`src/rtl/code_lock_pkg.sv`:
```
// Shared types and helpers for the parametrised serial code lock.
package code_lock_pkg;

    typedef enum logic [1:0] {
        IDLE    = 2'd0,
        ENTRY   = 2'd1,
        OPEN    = 2'd2,
        LOCKOUT = 2'd3
    } lock_state_t;

    // Counter/index width that never collapses to zero bits.
    function automatic int unsigned width_of(input int unsigned n);
        int unsigned w;
        w = $clog2(n);
        return (w < 1) ? 1 : w;
    endfunction

endpackage

```
`src/rtl/code_lock_fsm_if.sv`:
```
// Keypad-side and actuator-side signals of the code lock.
// CODE_LOCK_PROGRAM_EN adds the prog_valid/prog_code code-programming pair.
interface code_lock_fsm_if #(
    parameter int unsigned SYM_W    = 4,
    parameter int unsigned CODE_LEN = 4,
    parameter int unsigned MAX_FAIL = 3
) ();
    import code_lock_pkg::*;

    localparam int unsigned FCW = width_of(MAX_FAIL + 1);
    localparam int unsigned IW  = width_of(CODE_LEN);

    logic                key_valid;
    logic [SYM_W-1:0]    key_sym;
    logic                relock;
    logic                unlocked;
    logic                lockout;
    logic                fail;
    logic [FCW-1:0]      fail_count;
    logic [IW-1:0]       entry_idx;
`ifdef CODE_LOCK_PROGRAM_EN
    logic                        prog_valid;
    logic [SYM_W*CODE_LEN-1:0]   prog_code;

    modport master (
        output key_valid, key_sym, relock, prog_valid, prog_code,
        input  unlocked, lockout, fail, fail_count, entry_idx
    );
    modport slave (
        input  key_valid, key_sym, relock, prog_valid, prog_code,
        output unlocked, lockout, fail, fail_count, entry_idx
    );
`else
    modport master (
        output key_valid, key_sym, relock,
        input  unlocked, lockout, fail, fail_count, entry_idx
    );
    modport slave (
        input  key_valid, key_sym, relock,
        output unlocked, lockout, fail, fail_count, entry_idx
    );
`endif

endinterface

```
`src/rtl/lock_timer.sv`:
```
// Loadable down-counter shared by the open, lockout and entry-timeout phases.
module lock_timer #(
    parameter int unsigned W = 6
) (
    input  logic         clk,
    input  logic         reset,
    input  logic         load,
    input  logic [W-1:0] load_val,
    output logic [W-1:0] value,
    output logic         expired
);

    logic [W-1:0] value_q, value_d;

    always_comb begin
        value_d = value_q;
        if (load) begin
            value_d = load_val;
        end else if (value_q != '0) begin
            value_d = value_q - W'(1);
        end
    end

    always_ff @(posedge clk or negedge reset) begin
        if (!reset) begin
            value_q <= '0;
        end else begin
            value_q <= value_d;
        end
    end

    assign value   = value_q;
    assign expired = (value_q == '0);

endmodule

```
`src/rtl/code_lock_fsm.sv`:
```
// Serial code lock: symbol entry, bounded open window, failure count and timed lockout.
// Optional code programming while open is enabled by CODE_LOCK_PROGRAM_EN.
module code_lock_fsm
    import code_lock_pkg::*;
#(
    parameter int unsigned                   SYM_W          = 4,
    parameter int unsigned                   CODE_LEN       = 4,
    parameter logic [SYM_W*CODE_LEN-1:0]     DEFAULT_CODE   = 16'h1234,
    parameter int unsigned                   MAX_FAIL       = 3,
    parameter int unsigned                   OPEN_CYCLES    = 8,
    parameter int unsigned                   LOCKOUT_CYCLES = 32,
    parameter int unsigned                   TIMEOUT_CYCLES = 64
) (
    input logic           clk,
    input logic           reset,
    code_lock_fsm_if.slave bus
);

    localparam int unsigned CW   = SYM_W * CODE_LEN;
    localparam int unsigned FCW  = width_of(MAX_FAIL + 1);
    localparam int unsigned IW   = width_of(CODE_LEN);
    localparam int unsigned TMAX = (OPEN_CYCLES > LOCKOUT_CYCLES)
        ? ((OPEN_CYCLES > TIMEOUT_CYCLES) ? OPEN_CYCLES : TIMEOUT_CYCLES)
        : ((LOCKOUT_CYCLES > TIMEOUT_CYCLES) ? LOCKOUT_CYCLES : TIMEOUT_CYCLES);
    localparam int unsigned TW   = width_of(TMAX + 1);

    lock_state_t    state_q, state_d;
    logic [IW-1:0]  entry_idx_q, entry_idx_d;
    logic [FCW-1:0] fail_count_q, fail_count_d;
    logic           mismatch_q, mismatch_d;
    logic           fail_q, fail_d;
    logic           unlocked_q, lockout_q;
    logic           miss, is_last, prog_hit;
    logic           tmr_load, tmr_expired;
    logic [TW-1:0]  tmr_load_val, unused_tmr_value;
    logic [CW-1:0]  code_q;

    logic [CODE_LEN-1:0][SYM_W-1:0] code_syms;
    logic [SYM_W-1:0]               exp_sym;
    logic [IW-1:0]                  sym_pos;

`ifdef CODE_LOCK_PROGRAM_EN
    logic [CW-1:0] code_d;
    assign prog_hit = bus.prog_valid;

    always_ff @(posedge clk or negedge reset) begin
        if (!reset) begin
            code_q <= DEFAULT_CODE;
        end else begin
            code_q <= code_d;
        end
    end
`else
    assign prog_hit = 1'b0;
    assign code_q   = DEFAULT_CODE;
`endif

    // Symbol 0 (entered first) sits in the most significant slot.
    assign code_syms = code_q;
    assign sym_pos   = IW'(CODE_LEN - 1) - entry_idx_q;
    assign exp_sym   = code_syms[sym_pos];
    assign is_last   = (entry_idx_q == IW'(CODE_LEN - 1));
    assign miss      = mismatch_q | (bus.key_sym != exp_sym);

    lock_timer #(
        .W(TW)
    ) u_timer (
        .clk      (clk),
        .reset    (reset),
        .load     (tmr_load),
        .load_val (tmr_load_val),
        .value    (unused_tmr_value),
        .expired  (tmr_expired)
    );

    // Timer loads N-1 so a phase spans exactly N cycles before expiry is seen.
    always_comb begin
        state_d      = state_q;
        entry_idx_d  = entry_idx_q;
        mismatch_d   = mismatch_q;
        fail_count_d = fail_count_q;
        fail_d       = 1'b0;
        tmr_load     = 1'b0;
        tmr_load_val = '0;
`ifdef CODE_LOCK_PROGRAM_EN
        code_d       = code_q;
`endif
        unique case (state_q)
            IDLE, ENTRY: begin
                if (bus.key_valid) begin
                    if (is_last) begin
                        entry_idx_d = '0;
                        mismatch_d  = 1'b0;
                        if (!miss) begin
                            state_d      = OPEN;
                            fail_count_d = '0;
                            tmr_load     = 1'b1;
                            tmr_load_val = TW'(OPEN_CYCLES - 1);
                        end else begin
                            fail_d = 1'b1;
                            if (int'(fail_count_q) + 1 < int'(MAX_FAIL)) begin
                                fail_count_d = fail_count_q + FCW'(1);
                                state_d      = IDLE;
                            end else begin
                                fail_count_d = FCW'(MAX_FAIL);
                                state_d      = LOCKOUT;
                                tmr_load     = 1'b1;
                                tmr_load_val = TW'(LOCKOUT_CYCLES - 1);
                            end
                        end
                    end else begin
                        entry_idx_d  = entry_idx_q + IW'(1);
                        mismatch_d   = miss;
                        state_d      = ENTRY;
                        tmr_load     = 1'b1;
                        tmr_load_val = TW'(TIMEOUT_CYCLES - 1);
                    end
                end else if (state_q == ENTRY && tmr_expired) begin
                    state_d     = IDLE;
                    entry_idx_d = '0;
                    mismatch_d  = 1'b0;
                end
            end
            OPEN: begin
                if (prog_hit) begin
`ifdef CODE_LOCK_PROGRAM_EN
                    code_d = bus.prog_code;
`endif
                    tmr_load     = 1'b1;
                    tmr_load_val = TW'(OPEN_CYCLES - 1);
                end
                if (bus.relock || (tmr_expired && !prog_hit)) begin
                    state_d = IDLE;
                end
            end
            LOCKOUT: begin
                if (tmr_expired) begin
                    state_d      = IDLE;
                    fail_count_d = '0;
                end
            end
            default: state_d = IDLE;
        endcase
    end

    always_ff @(posedge clk or negedge reset) begin
        if (!reset) begin
            state_q      <= IDLE;
            entry_idx_q  <= '0;
            fail_count_q <= '0;
            mismatch_q   <= 1'b0;
            fail_q       <= 1'b0;
            unlocked_q   <= 1'b0;
            lockout_q    <= 1'b0;
        end else begin
            state_q      <= state_d;
            entry_idx_q  <= entry_idx_d;
            fail_count_q <= fail_count_d;
            mismatch_q   <= mismatch_d;
            fail_q       <= fail_d;
            unlocked_q   <= (state_d == OPEN);
            lockout_q    <= (state_d == LOCKOUT);
        end
    end

    assign bus.unlocked   = unlocked_q;
    assign bus.lockout    = lockout_q;
    assign bus.fail       = fail_q;
    assign bus.fail_count = fail_count_q;
    assign bus.entry_idx  = entry_idx_q;

endmodule

```
`src/flat_wrapper.sv`:
```
// flat-port wrapper written by rule: the top's interface ports become plain ports
module code_lock_fsm_flat import code_lock_pkg::*;
#(
    parameter int unsigned                   SYM_W          = 4,
    parameter int unsigned                   CODE_LEN       = 4,
    parameter logic [SYM_W*CODE_LEN-1:0]     DEFAULT_CODE   = 16'h1234,
    parameter int unsigned                   MAX_FAIL       = 3,
    parameter int unsigned                   OPEN_CYCLES    = 8,
    parameter int unsigned                   LOCKOUT_CYCLES = 32,
    parameter int unsigned                   TIMEOUT_CYCLES = 64
)
  (clk, reset, bus_key_valid, bus_key_sym, bus_relock, bus_unlocked, bus_lockout, bus_fail, bus_fail_count, bus_entry_idx);
  code_lock_fsm_if #(.SYM_W(SYM_W), .CODE_LEN(CODE_LEN), .MAX_FAIL(MAX_FAIL)) bus_i ();
  input logic clk;
  input logic reset;
  input wire logic [$bits(bus_i.key_valid)-1:0] bus_key_valid;
  input wire logic [$bits(bus_i.key_sym)-1:0] bus_key_sym;
  input wire logic [$bits(bus_i.relock)-1:0] bus_relock;
  output wire logic [$bits(bus_i.unlocked)-1:0] bus_unlocked;
  output wire logic [$bits(bus_i.lockout)-1:0] bus_lockout;
  output wire logic [$bits(bus_i.fail)-1:0] bus_fail;
  output wire logic [$bits(bus_i.fail_count)-1:0] bus_fail_count;
  output wire logic [$bits(bus_i.entry_idx)-1:0] bus_entry_idx;
  assign bus_i.key_valid = bus_key_valid;
  assign bus_i.key_sym = bus_key_sym;
  assign bus_i.relock = bus_relock;
  assign bus_unlocked = bus_i.unlocked;
  assign bus_lockout = bus_i.lockout;
  assign bus_fail = bus_i.fail;
  assign bus_fail_count = bus_i.fail_count;
  assign bus_entry_idx = bus_i.entry_idx;
  code_lock_fsm #(.SYM_W(SYM_W), .CODE_LEN(CODE_LEN), .DEFAULT_CODE(DEFAULT_CODE), .MAX_FAIL(MAX_FAIL), .OPEN_CYCLES(OPEN_CYCLES), .LOCKOUT_CYCLES(LOCKOUT_CYCLES), .TIMEOUT_CYCLES(TIMEOUT_CYCLES)) u_core (.clk(clk), .reset(reset), .bus(bus_i));
endmodule
```
`config.mk`:
```
export PLATFORM = sky130hd
export DESIGN_NAME = code_lock_fsm_flat
export DESIGN_NICKNAME = d
export VERILOG_FILES = /design/src/rtl/code_lock_pkg.sv /design/src/rtl/code_lock_fsm_if.sv /design/src/rtl/lock_timer.sv /design/src/rtl/code_lock_fsm.sv /design/src/flat_wrapper.sv
export SDC_FILE = /design/constraint.sdc
export NUM_CORES = 1
export LEC_CHECK = 0
export ABC_AREA = 1
export CAP_MARGIN = 20
export CORE_AREA = 10 10 83 57
export DETAILED_ROUTE_END_ITERATION = 10
export DIE_AREA = 0 0 93 67
export MAX_ROUTING_LAYER = met4
export PLACE_DENSITY = 0.65
export SLEW_MARGIN = 25
export SYNTH_ARGS = -nofsm -noshare
export SYNTH_HDL_FRONTEND = slang
export SYNTH_SLANG_ARGS = --single-unit
```
`constraint.sdc`:
```
create_clock -name clk -period 2.12 [get_ports clk]
set_input_delay 0.212 -clock clk [delete_from_list [all_inputs] [get_ports clk]]
set_output_delay 0.212 -clock clk [all_outputs]
set_load 0.005 [all_outputs]
```
# Word-level counts from Yosys, hierarchy flattened

Cells that the tools add are included.

Flip-flop bits (word level): 17
Input bits: 8
Output and inout bits: 7
Logic and storage cells: 75

$add $sub $neg: 5
Order comparisons: 2
Eq/ne operators: 10
Mux-type cells: 38
Bitwise logic cells: 1
Reductions and logical operators: 11

Operator list:

| operator                                                                       | count |
|---|---|
| 7-bit two-way mux                                                              | 6 |
| 32-bit by 3-bit less-than comparator with 1-bit output (second input constant) | 1 |
| 2-bit two-way mux                                                              | 15 |
| 1-bit two-way mux                                                              | 12 |
| 2-bit equality test (second input constant)                                    | 5 |
| 4-bit binary-select mux with 2-bit select                                      | 1 |
| 7-bit zero test                                                                | 1 |
| 7-bit nonzero test                                                             | 1 |
| 7-bit by 1-bit subtractor with 7-bit output (second input constant)            | 1 |
| 2-bit one-hot mux with 3 select lines                                          | 1 |
| 2-bit nonzero test                                                             | 3 |
| 5-bit two-way mux                                                              | 1 |
| 2-bit by 1-bit adder with 2-bit output (second input constant)                 | 2 |
| 4-bit two-way mux                                                              | 1 |
| 2-bit by 1-bit inequality test with 1-bit output (second input constant)       | 2 |
| 4-bit inequality test                                                          | 1 |
| 2-bit one-hot mux with 2 select lines                                          | 1 |
| 4-bit AND reduction                                                            | 1 |
| 2-bit by 1-bit adder with 3-bit output (second input constant)                 | 1 |
| 2-bit by 3-bit less-than comparator with 1-bit output (second input constant)  | 1 |
| 2-bit by 1-bit equality test with 1-bit output (second input constant)         | 1 |
| 2-bit zero test                                                                | 1 |
| 2-bit inequality test (second input constant)                                  | 1 |
| 2-bit AND reduction                                                            | 1 |
| 5 further kinds                                                                | 5 |

# Logic depth before layout (Yosys ltp)

Word-level depth: 10
Mapped depth: 13
Gate-level depth less buffers: 13

# Cells and area by module

From an unflattened synthesis, not the netlist that was laid out.

Cell total of the unflattened synthesis: 137
Area total of the unflattened synthesis: 1102.3 µm²

Modules (own cells, without submodules):

| module        | instances | cells an instance | area each (µm²) | seq. area each (µm²) |
|---|---|---|---|---|
| code_lock_fsm | 1         | 78                | 619.3           | 250.2 |
| lock_timer    | 1         | 59                | 483.0           | 175.2 |

# Least setup slack after synthesis

No wires, ideal clock.

Path type: reg2reg
Start: register u_core.entry_idx_q[0] (netlist: u_core.bus.entry_idx[0])
End: register u_core.lockout_q (netlist: u_core.bus.lockout)
Library setup time: 0.113 ns
Arrival time: 1.470 ns
Required time: 2.007 ns
Setup slack: 0.537 ns
Stages on the path, launching flop included: 11
Buffers on the path: 0
Clock period less this slack: 1.583 ns
Cell sequence: dfrtp_1 -> inv_1 -> ha_1 -> nand2_1 -> nand2_1 -> nor2_2 -> nand3_4 -> a21oi_4 -> o31ai_2 -> nand2_1 -> inv_1

Cells in the longest elaborated chain, start to end: 10
Elaborated cells between the ends (all ways): 11
Those cells by class: add/sub: 1; eq/ne: 3; mux: 6; bitwise: 1

Ends and longest elaborated chain:

| item                                      | RTL line             | text |
|---|---|---|
| start: declaration                        | code_lock_fsm.sv:28  | `logic [IW-1:0] entry_idx_q, entry_idx_d;` |
| start signal: assignment                  | code_lock_fsm.sv:157 | `entry_idx_q <= entry_idx_d;` |
| 2-bit subtractor                          | code_lock_fsm.sv:60  | `assign sym_pos = IW'(CODE_LEN - 1) - entry_idx_q;` |
| 4-bit binary-select mux with 2-bit select | code_lock_fsm.sv:61  | `assign exp_sym = code_syms[sym_pos];` |
| 4-bit two-way mux (not written as such)   | code_lock_fsm.sv:61  |  |
| 4-bit inequality test                     | code_lock_fsm.sv:63  | `assign miss = mismatch_q \| (bus.key_sym != exp_sym);` |
| 1-bit bitwise OR                          | code_lock_fsm.sv:63  |  |
| 2-bit two-way mux                         | code_lock_fsm.sv:94  | `if (!miss) begin` |
| 2-bit two-way mux *                       | code_lock_fsm.sv:91  | `if (is_last) begin` |
| 2-bit two-way mux *                       | code_lock_fsm.sv:90  | `if (bus.key_valid) begin` |
| 2-bit one-hot mux with 3 select lines *   | code_lock_fsm.sv:88  | `unique case (state_q)` |
| named net u_core.state_d[0]               | code_lock_fsm.sv:27  | `lock_state_t state_q, state_d;` |
| 2-bit equality test *                     | code_lock_fsm.sv:162 | `lockout_q <= (state_d == LOCKOUT);` |
| end signal: assignment                    | code_lock_fsm.sv:162 |  |
| end: declaration                          | code_lock_fsm.sv:32  | `logic unlocked_q, lockout_q;` |

The timed path passes the listed nets; every way through them passes the cells marked *. The select of a mux whose other input is x is not followed.
A chain may end at the register's enable or synchronous reset.

# Final worst setup path

Start: register u_core.entry_idx_q[1] (netlist: u_core.bus.entry_idx[1])
End: register u_core.lockout_q (netlist: u_core.bus.lockout)

The elaborated chain is that of the path after synthesis.

==> results.ini <==
[logic_synthesis]
syn_nets = 137
synthesis.area_sq_um = 1080
synthCells = 125
ys_warn_count = 0
syn_avg_cell_area_sq_um = 8.65
ys_seq_area_share_pct = 39.4
synth.distinct_cells = 26
synth-seq-cells = 17

[grt]
grt_first_pass_wirelength_um = 3300
overflow = 0
grt_max_degree = 18
antenna_found_initial = 0
first_global_vias = 683
grt.total_usage_pct = 6.97

[route]
ant_nets = 0
wl_per_cell_um = 10.7
drt_iter0_drc = 47
vias_per_cell = 4.16
via_count = 786
firstDrtPassIters = 4
wirelength_um = 2020
drc = 0

[worst_hold_path]
hold_path_class = primary input to asynchronous set/reset pin

[final_layout]
area_delta_synth_final_pct = 23.4
final_layout_size_suffix_gt1_share_pct = 25.7
layout_common_cells = nand2_1 (25), inv_1 (17), dfrtp_1 (17), clkdlybuf4s50_1 (14), nor2_1 (11)
final_core_util_pct = 42.2
layout_commonest_cell = nand2_1
finalNonFillerCells = 189
final_nets = 157
antenna_cells = 0

[floorplanning]
dieArea_sq_um = 6230
start_util_pct = 34.2
die_h_um = 67
rows = 16
die_w_um = 93
core-area_sq_um = 3160
pin_count = 15

[placement]
placed_cells = 185
place_congestion = 0.792
preCtsSetupSlack_ps = 406
hpwl_um = 1710
io_buffers = 14

[power_and_ir_drop]
p_comb_share_pct = 51.1
swShare_pct = 43.3
p_leak_nw = 0.648
clock_power_share_pct = 15.3
internal_power_w = 0.000929
ir_drop_mv = 0.675
total_power_w = 0.00164
pwr-share-seq_pct = 33.6
power.density_nw_per_um2 = 1230
p_switching_w = 0.000709

[run_status]
run_status = finished clean

[sta]
period_needed_ps = 1720
worst_pin_slew_ps = 339
hold_viol_final = 0
period_share_pct = 81.3
setup_viol = 0
clock.fmax_mhz = 580
max_slew_margin_pct = 77.2
setup_ws_ps = 397
rsz0062_at_grt = false
setup_tns_ps = 0
final.setup_skew_ps = 6.34
slew_viol_final = 0

[clock_tree]
cts_buffers = 3
cts-root-buf = clkbuf_8
clk_pin_slew_ps = 70
post_cts_buffers = 0
cts-resized-gates = 0
cts_tree = built
cts_sinks = 17
cts_hold_buf = 0
cts_htree_levels = 1
clkLatencyLatePin_ps = 260
clock_path_buffers = 2

[critical_path]
path_max_fanout = 4
required_ps = 2280
cp-end-kind = register
critPathLaunchType = register
path_class = register to register
cp.arrival_ps = 1890

[job]
cap_violations = 0

[sequential cells by signal, summed over array words and instances, names as in the netlist]
name                   count
u_core.mismatch_q          1
u_core.bus.entry_idx       2
u_core.u_timer.value       7
u_core.bus.unlocked        1
u_core.state_q             2
u_core.bus.fail            1
u_core.bus.fail_count      2
u_core.bus.lockout         1
[per-layer routing]
layer	GRT usage, %	routed length (um)	up-vias
li1	-	-	420
met1	9.54	1090	351
met2	8.54	795	13
met3	3.13	111	2
met4	2.30	21	0
met5	-	0	-
[worst max-delay path: stages, from the launching register on]
cell and delay (ps):
dfrtp_1 410, inv_1 80, ha_1 290, inv_1 50, nand2_1 50, nand2_1 60
nor2_2 150, nand3_4 130, a21oi_4 180, o31ai_2 120, nand2_1 70, inv_1 30
[synth_stat cells]
library cell / number / area [sq um]
a21oi_4: 2 / 32.5
a31oi_1: 1 / 6.26
dfrtp_1: 17 / 425
ha_1: 4 / 50.1
inv_1: 17 / 63.8
inv_2: 8 / 30.0
inv_4: 2 / 12.5
nand2_1: 25 / 93.8
nand2_2: 4 / 25.0
nand2_4: 2 / 22.5
nand2_8: 1 / 20.0
nand3_1: 6 / 30.0
nand3_4: 1 / 17.5
nor2_1: 11 / 41.3
nor2_2: 3 / 18.8
nor2_4: 4 / 45.0
nor2_8: 1 / 20.0
nor3_1: 2 / 10.0
o211ai_1: 1 / 7.51
o21ai_0: 3 / 15.0
o21ai_1: 2 / 10.0
o21ai_2: 2 / 17.5
o22ai_1: 1 / 6.26
o31ai_2: 1 / 12.5
o31ai_4: 1 / 21.3
xor2_1: 3 / 26.3
[stage by stage]
step,cell area [sq um],hold slack (ps)
after floorplan,1080,-83.6
after global placement,1280,522
after detailed placement,1280,526
after CTS,1330,276
after global routing,1330,288
final,1330,269
[logic make-up after synthesis]
family / Yosys count / synth area share [%]
simple gates: 60 / 31.8
fa+ha+maj: 4 / 4.63
buf+inv: 27 / 9.84
compound gates: 14 / 11.9
flops: 17 / 39.4
xor+xnor: 3 / 2.43
[path summary, 6_finish.rpt]
path / slack [ps] / cells past startpoint / end / from
max in group asynchronous: 1660 / 2 / u_core.u_timer.value[5]$_DFFE_PN0P_ / reset
setup / recovery: 400 / 11 / u_core.bus.lockout$_DFF_PN0_ / u_core.bus.entry_idx[1]$_DFFE_PN0P_
setup reg to reg: 400 / 11 / u_core.bus.lockout$_DFF_PN0_ / u_core.bus.entry_idx[1]$_DFFE_PN0P_
hold reg to reg: 530 / 2 / u_core.mismatch_q$_DFFE_PN0P_ / u_core.mismatch_q$_DFFE_PN0P_
hold / removal: 270 / 2 / u_core.bus.entry_idx[0]$_DFFE_PN0P_ / reset
min in group clk: 530 / 2 / u_core.mismatch_q$_DFFE_PN0P_ / u_core.mismatch_q$_DFFE_PN0P_
[cell type report]
cell class | count | area, sq um
fillers | 324 | 1830
multi-input cells | 81 | 549
clock inverters | 1 | 7.51
clock buffers | 3 | 41.3
flip-flops and latches | 17 | 425
repair buffers | 15 | 148
inverters | 27 | 106
well taps | 45 | 56.3
[power by group through the flow]
| stage | registers, W | logic [W] | clock network (W) |
|---|---|---|---|
| 5_1_grt | 0.000572 | 0.000928 | 0.000278 |
| 3_5_place_dp | 0.000558 | 0.000846 | 0 |
| 3_3_place_gp | 0.000553 | 0.000830 | 0 |
| 2_1_floorplan | 0.000548 | 0.000604 | 0 |
| 6_report | 0.000550 | 0.000837 | 0.000251 |
| 4_1_cts | 0.000552 | 0.000849 | 0.000259 |
Power figures use the tool's default switching activity.
